`src/rtl/fetch_sequencer.sv`:
```
// fetch_sequencer: program-counter controller for instruction fetch.
// Advances the PC every cycle, redirects on a taken branch (with a single
// squash cycle for the wrong-path instruction), and parks in HALT on request.
// Optional macro FETCH_SEQ_BR_STATS_EN enables the taken-branch counter;
// when undefined, taken_count is tied to zero.
//
// Handshake: there is no valid/ready pair here. stall is a plain hold
// qualifier. When stall=1, the PC and the state do not move, while cycle_count
// still counts. The branch unit's taken/target pair is consumed only on a
// non-stalled RUN cycle.
module fetch_sequencer #(
    parameter int unsigned PC_W       = 10,
    parameter int unsigned START_ADDR = 0,
    parameter int unsigned CNT_W      = 16
) (
    input  logic             clk,
    input  logic             reset,
    input  logic             start,
    input  logic             stall,
    input  logic             branch_taken,
    input  logic [PC_W-1:0]  branch_target,
    input  logic             halt_req,
    output logic [PC_W-1:0]  pc,
    output logic             fetch_en,
    output logic             squash,
    output logic             done,
    output logic [CNT_W-1:0] cycle_count,
    output logic [CNT_W-1:0] taken_count
);

    typedef enum logic [1:0] {
        IDLE  = 2'd0,
        RUN   = 2'd1,
        FLUSH = 2'd2,
        HALT  = 2'd3
    } state_t;

    localparam logic [PC_W-1:0] START_PC = PC_W'(START_ADDR);

    state_t           state_q, state_d;
    logic [PC_W-1:0]  pc_q, pc_d;
    logic [CNT_W-1:0] cyc_q, cyc_d;
    logic [CNT_W-1:0] cyc_inc;

    // Saturating increment of the busy-cycle counter
    always_comb begin
        cyc_inc = cyc_q;
        if (cyc_q != '1) cyc_inc = cyc_q + CNT_W'(1);
    end

    // State, PC and cycle counter registers; reset is asynchronous
    always_ff @(posedge clk or posedge reset) begin
        if (reset) begin
            state_q <= IDLE;
            pc_q    <= START_PC;
            cyc_q   <= '0;
        end else begin
            state_q <= state_d;
            pc_q    <= pc_d;
            cyc_q   <= cyc_d;
        end
    end

    // Next-state, next-PC and counter logic; halt outranks a simultaneous branch
    always_comb begin
        state_d = state_q;
        pc_d    = pc_q;
        cyc_d   = cyc_q;
        case (state_q)
            IDLE, HALT: begin
                if (start) begin
                    state_d = RUN;
                    pc_d    = START_PC;
                    cyc_d   = '0;
                end
            end
            RUN: begin
                cyc_d = cyc_inc;
                if (!stall) begin
                    if (halt_req) begin
                        state_d = HALT;
                    end else if (branch_taken) begin
                        state_d = FLUSH;
                        pc_d    = branch_target;
                    end else begin
                        pc_d = pc_q + PC_W'(1);
                    end
                end
            end
            FLUSH: begin
                // Branch/halt here belong to the squashed instruction: ignored
                cyc_d = cyc_inc;
                if (!stall) begin
                    state_d = RUN;
                    pc_d    = pc_q + PC_W'(1);
                end
            end
            default: begin
                state_d = IDLE;
            end
        endcase
    end

    // Moore outputs decoded straight from the state register
    assign fetch_en    = (state_q == RUN) || (state_q == FLUSH);
    assign squash      = (state_q == FLUSH);
    assign done        = (state_q == HALT);
    assign pc          = pc_q;
    assign cycle_count = cyc_q;

`ifdef FETCH_SEQ_BR_STATS_EN
    logic             redirect;
    logic             start_accept;
    logic [CNT_W-1:0] taken_q;

    assign redirect     = (state_q == RUN) && !stall && !halt_req && branch_taken;
    assign start_accept = ((state_q == IDLE) || (state_q == HALT)) && start;

    // Saturating count of accepted redirects, cleared on start
    always_ff @(posedge clk or posedge reset) begin
        if (reset) begin
            taken_q <= '0;
        end else if (start_accept) begin
            taken_q <= '0;
        end else if (redirect && (taken_q != '1)) begin
            taken_q <= taken_q + CNT_W'(1);
        end
    end

    assign taken_count = taken_q;
`else
    assign taken_count = '0;
`endif

endmodule

```
`config.mk`:
```
export PLATFORM = sky130hd
export DESIGN_NAME = fetch_sequencer
export DESIGN_NICKNAME = d
export VERILOG_FILES = /design/src/rtl/fetch_sequencer.sv
export SDC_FILE = /design/constraint.sdc
export NUM_CORES = 1
export LEC_CHECK = 0
export ABC_AREA = 1
export CORE_MARGIN = 5
export CORE_UTILIZATION = 51
export DETAILED_ROUTE_END_ITERATION = 8
export PLACE_DENSITY = 0.85
export SLEW_MARGIN = 20
export SYNTH_ARGS = -nofsm -noshare
export SYNTH_HDL_FRONTEND = slang
export SYNTH_SLANG_ARGS = --single-unit
```
`constraint.sdc`:
```
create_clock -name clk -period 4.4 [get_ports clk]
set_input_delay 0.66 -clock clk [delete_from_list [all_inputs] [get_ports clk]]
set_output_delay 0.66 -clock clk [all_outputs]
set_load 0.1 [all_outputs]
```
# == After elaboration in Yosys (flattened, before gate mapping) ==
# Index checks and enable logic that the tools add are counted.
# totals
regBits,28
latchBits,0
mem_bits_rw,0
romBits,0
in_bits,16
output_inout_bits,45
elab_cells,37
mem_count,0
# classes
addsub,2
multipliers,0
div,0
n_lt_le_gt_ge,0
n_eq_ne,10
shifts,0
mux,15
bitwise_logic,0
reduce_logical,7
# ops
op,n
$mux 10,5
$mux 16,2
$pmux 16 s2,1
$pmux 10 s3,1
$add 16x1->16 const B,1
$ne 16x16->1 const B,1
$add 10x1->10 const B,1
$mux 2,5
$ne 2x2->1 const B,4
$reduce_and 4->1,2
$pmux 2 s3,1
$eq 2x2->1 const B,2
$reduce_or 2->1,2
$ne 3x3->1 const B,1
$eq 2x1->1 const B,1
$logic_not 2->1,1
$ne 2x1->1 const B,1
$reduce_and 2->1,1
$logic_or 1x1->1,1

# == Depth between registers and ports, before layout ==
# depth
ltp_word,5
mapped_depth,12
mapped_depth_nobuf,11

# == Least setup slack after synthesis ==
# Ideal clock, no wire load.
# synth_path
kind,register -> register
from,"reg cyc_q[1], in the netlist cycle_count[1]"
to,"reg cyc_q[15], in the netlist cycle_count[15]"
setup_ps,121
t_arrival_ps,2022
t_required_ps,4279
slack_ps,2258
stages_incl_launch_ff,10
n_path_buf,1
synth_period_minus_slack_ps,2142
path_cell_list,dfrtp_1 > ha_1 > nand2_1 > nor2_1 > nand2_1 > nor2_1 > nor2_2 > buf_4 > nand4_1 > nand2_1
# synth_via
elab_chain_len,3
word_cells_on_any_way,6
cone_classes,add/sub: 1; eq/ne: 2; mux: 2; reduce/logical: 1
# synth_rtl
element,line,rtl
start: declaration,42,"logic [CNT_W-1:0] cyc_q, cyc_d;"
start signal: assignment,60,cyc_q <= cyc_d;
$add 16x1->16 or $ne 16x16->1 (tied branches),48,if (cyc_q != '1) cyc_inc = cyc_q + CNT_W'(1);
$mux 16 or $ne 2x1->1 (tied branches),-,
$pmux 16 s2 or $reduce_and 2->1 (tied branches),-,
# Several ways; a longest one is shown, not always the timed one. The select of a mux whose other input is x is not followed.
# A chain may end at the register's enable or synchronous reset.

# == Worst setup path in the final report ==
# layout_path
from,reg state_q[0]
to,out fetch_en
# layout_via
elab_chain_len,2
word_cells_on_any_way,3
cone_classes,eq/ne: 2; reduce/logical: 1
# layout_rtl
element,line,rtl
start: declaration,40,"state_t state_q, state_d;"
start signal: assignment,58,state_q <= state_d;
$eq 2x1->1 or $eq 2x2->1 (tied branches),105,assign fetch_en = (state_q == RUN) || (state_q == FLUSH);
$logic_or 1x1->1 *,105,
end: declaration,24,"output logic fetch_en,"
# Every way passes the cells marked *; elsewhere a longest branch is shown, timed or not.

==> summary.txt <==
Synth
  • Mean area per synthesized cell: 6.87 µm²
  • Fraction of post-synthesis cell area in the top cell type by area: 34.8%
  • Synth Cell Area: 2010 µm²
  • Netlist cell types: 29
  • Top_reg_cell synth: sky130_fd_sc_hd__dfrtp_1
  • Number of cells produced by synthesis: 293
  • Cell types occupying the most area after synthesis: sky130_fd_sc_hd__dfrtp_1 35%, sky130_fd_sc_hd__nand2_1 19%, sky130_fd_sc_hd__nand3_1 6.7%
  • Top cells by instance count after synthesis: 100 x sky130_fd_sc_hd__nand2_1, 28 x sky130_fd_sc_hd__dfrtp_1, 27 x sky130_fd_sc_hd__inv_1, 27 x sky130_fd_sc_hd__nand3_1, 25 x sky130_fd_sc_hd__nor2_1
  • Number of enable flip-flop cells after synthesis: 0
  • Cell type with the largest total area after synthesis: sky130_fd_sc_hd__dfrtp_1
  • Flip-flop and latch count after synthesis: 28
  • Post-synth ARST share: 100%
  • Most common cell in the netlist: sky130_fd_sc_hd__nand2_1
  • YS warnings: 0
  • Register area share after synthesis: 34.8%

CTS
  • Number of setup buffers added after CTS: 0
  • Maximum root-to-sink buffer count: 2
  • Maximum level of the CTS H-tree: 1
  • Number of hold buffers added after cts: 0
  • Clock buffer count from CTS: 3
  • Sinks on Clock Net: 28
  • Clock slew seen by the registers of the worst setup and hold paths: 110 ps
  • Clock Tree Root: sky130_fd_sc_hd__clkbuf_8
  • CTS tree: done
  • Clock insertion delay at the later pin of the skew report: 280 ps
  • Number of gates given a new drive strength after cts: 0

Worst setup path
  • Largest fanout on the critical path: 16
  • Endpoint of the lowest-slack register-to-register path: cycle_count[8]
  • Number of buffers and inverters on the critical path: 3
  • CP endpoint kind: output pin
  • Startpoint type of the worst setup path: flip-flop
  • Worst setup path class: reg -> out
  • Crit path launch: state_q[0]
  • Crit Reg-Reg Startpoint: state_q[0]
  • Maximum cell stage delay along the critical path: 1200 ps
  • Cell with the largest stage delay on the worst path: sky130_fd_sc_hd__clkdlybuf4s50_1
  • Depth of the most critical reg-to-reg path: 11
  • Category of cells accounting for the largest share of critical-path delay: buffers and inverters
  • Cell-by-cell trace of the critical path: inv_1, ha_1, inv_2, clkdlybuf4s50_1
  • Critical path arrival: 2570 ps
  • Data required time at the worst endpoint: 3740 ps
  • Register-to-register path setup slack: 2020 ps

STA
  • Clock tree skew after final layout: 9.71 ps
  • Slew HR: 34.6%
  • Hold Fails Final Rpt: 0
  • Share of the cycle needed by the critical path after routing: 73.4%
  • Worst hold-check slack: 561 ps
  • Top achievable clock speed: 310 MHz
  • Number of pins with negative max-slew slack in the final report: 0
  • Final setup violation count: 0
  • Unrepaired setup endpoints after global routing: no
  • Min cycle time layout: 3230 ps
  • Final TNS setup: 0 ps
  • Transition time of the tightest slew-check pin: 978 ps

Run
  • Max-cap check violation count: 0

Detailed routing
  • Detailed Routing Iterations Pass 1: 4
  • Detailed-route via count: 1995
  • Remaining routing DRC violations: 0
  • Sum of routed wire length over all layers: 5080 µm
  • Vias/cell: 5.18
  • Final ANT Viol Nets: 0
  • DRT iter0 DRCs: 138
  • DR WL/cell: 13.2 µm

Power
  • Power per standard cell area: 682 nW/µm²
  • Leakage component of the power: 1.12 nW
  • Worst IR Drop VDD: 667 µV

Final layout
  • Area added between synthesis and finish: 23.2%
  • Number of nets in the final layout: 359
  • Layout cell share with drive strength beyond 1: 7.72%
  • Ant diodes: 0

Floorplan
  • Horizontal die dimension: 72.8 µm
  • Boundary pin count: 61
  • Area of the die: 5300 µm²
  • Die boundary height: 72.8 µm
  • Effective utilization at floorplan: 53.8%
  • Standard-cell row count: 22
  • Core area: 3740 µm²

GRT
  • Number of global-route vias before repair: 1787
  • Antenna violations before repair: 0
  • First-pass GRT wire length: 8200 µm
  • Maximum number of pins on one net before global-route repair: 29
  • GRT Total Usage: 19.5%
  • Global route overflow: 0

Hold path
  • WHS Endpoint: cycle_count[15]
  • Class of the most critical hold timing path: reg -> reg
  • Worst hold path cell count: 2
  • Beginning of the worst hold path: cycle_count[15]

Placement
  • Count of input and output buffers: 44
  • Weighted congestion at the end of routability-driven global placement: 0.903
  • Half-perimeter wire length of the detailed placement result: 3770 µm

Status
  • Outcome: completed
## area by class of cell
class	instances	area [µm²]
tap	48	60.1
inverter	31	116
multi-input combinational	230	1110
clock buffer	4	55.1
sequential	28	701
fill	334	1260
timing repair buffer	44	440
## state kept, by name, indices dropped and copies added, names as in the netlist
register     flops
state_q          2
cycle_count     16
pc              10
## metrics by stage
stage               cells  utilization (%)  area (µm²)  setup slack, ps  total power [mW]
floorplan             308                -        2070             2260              1.30
global placement      381             64.8        2430             1530              1.50
detailed placement    381             64.8        2430             1490              1.52
CTS                   385             66.3        2480             1180              1.69
global route          385             66.3        2480             1080              1.78
finish                385             66.3        2480             1170              1.69
## per-layer routing
layer / share of wire (%) / track usage, % / vias up
li1: - / - / 997
met4: 1.4 / 6.76 / 0
met5: 0 / 0 / -
met2: 46 / 30.2 / 73
met1: 45 / 27.0 / 918
met3: 7.4 / 3.72 / 7
## worst max path at each step
stage	to	depth (start not counted)
3_5_place_dp	fetch_en	4
5_1_grt	fetch_en	4
3_3_place_gp	fetch_en	4
6_report	fetch_en	4
2_1_floorplan	cycle_count[15]	9
4_1_cts	fetch_en	4
## cell usage in the layout, fill, tap and decap left out, types with 3 or more instances in the layout
master / count
sky130_fd_sc_hd__conb_1: 16
sky130_fd_sc_hd__a21oi_1: 3
sky130_fd_sc_hd__nand4_1: 8
sky130_fd_sc_hd__nand2_1: 100
sky130_fd_sc_hd__o21ai_0: 15
sky130_fd_sc_hd__clkdlybuf4s50_1: 44
sky130_fd_sc_hd__nand3_1: 27
sky130_fd_sc_hd__o21ai_2: 9
sky130_fd_sc_hd__clkbuf_8: 4
sky130_fd_sc_hd__nor2_2: 3
sky130_fd_sc_hd__ha_1: 5
sky130_fd_sc_hd__nor2_1: 25
sky130_fd_sc_hd__inv_2: 4
sky130_fd_sc_hd__inv_1: 26
sky130_fd_sc_hd__dfrtp_1: 28
sky130_fd_sc_hd__xor2_1: 5
## worst min-delay path, cell delays in order (launching register included)
cell and delay [ps]:
sky130_fd_sc_hd__dfrtp_1 410, sky130_fd_sc_hd__nand2_1 70, sky130_fd_sc_hd__nand2_1 60
## where the power goes
part / leakage (nW) / internal [mW] / switching (mW) / total (mW)
Combinational: 0.711 / 0.232 / 0.896 / 1.13
Clock: 0.0288 / 0.0803 / 0.0859 / 0.166
Sequential: 0.381 / 0.317 / 0.0809 / 0.398
## kinds of logic (layout without fill, tap and decap cells)
logic type | count (synthesis) | after routing | synth area share, %
AO/OA/AOI/OAI | 33 | 33 | 10.7
XOR/XNOR | 5 | 5 | 2.18
adder cells (fa/ha/maj) | 5 | 5 | 3.11
buffers and inverters | 50 | 79 | 12.9
flip-flops | 28 | 28 | 34.8
other | 1 | 16 | 0.186
AND/OR/NAND/NOR | 171 | 171 | 36.1
Note: power is estimated with default switching activity, not from simulation.
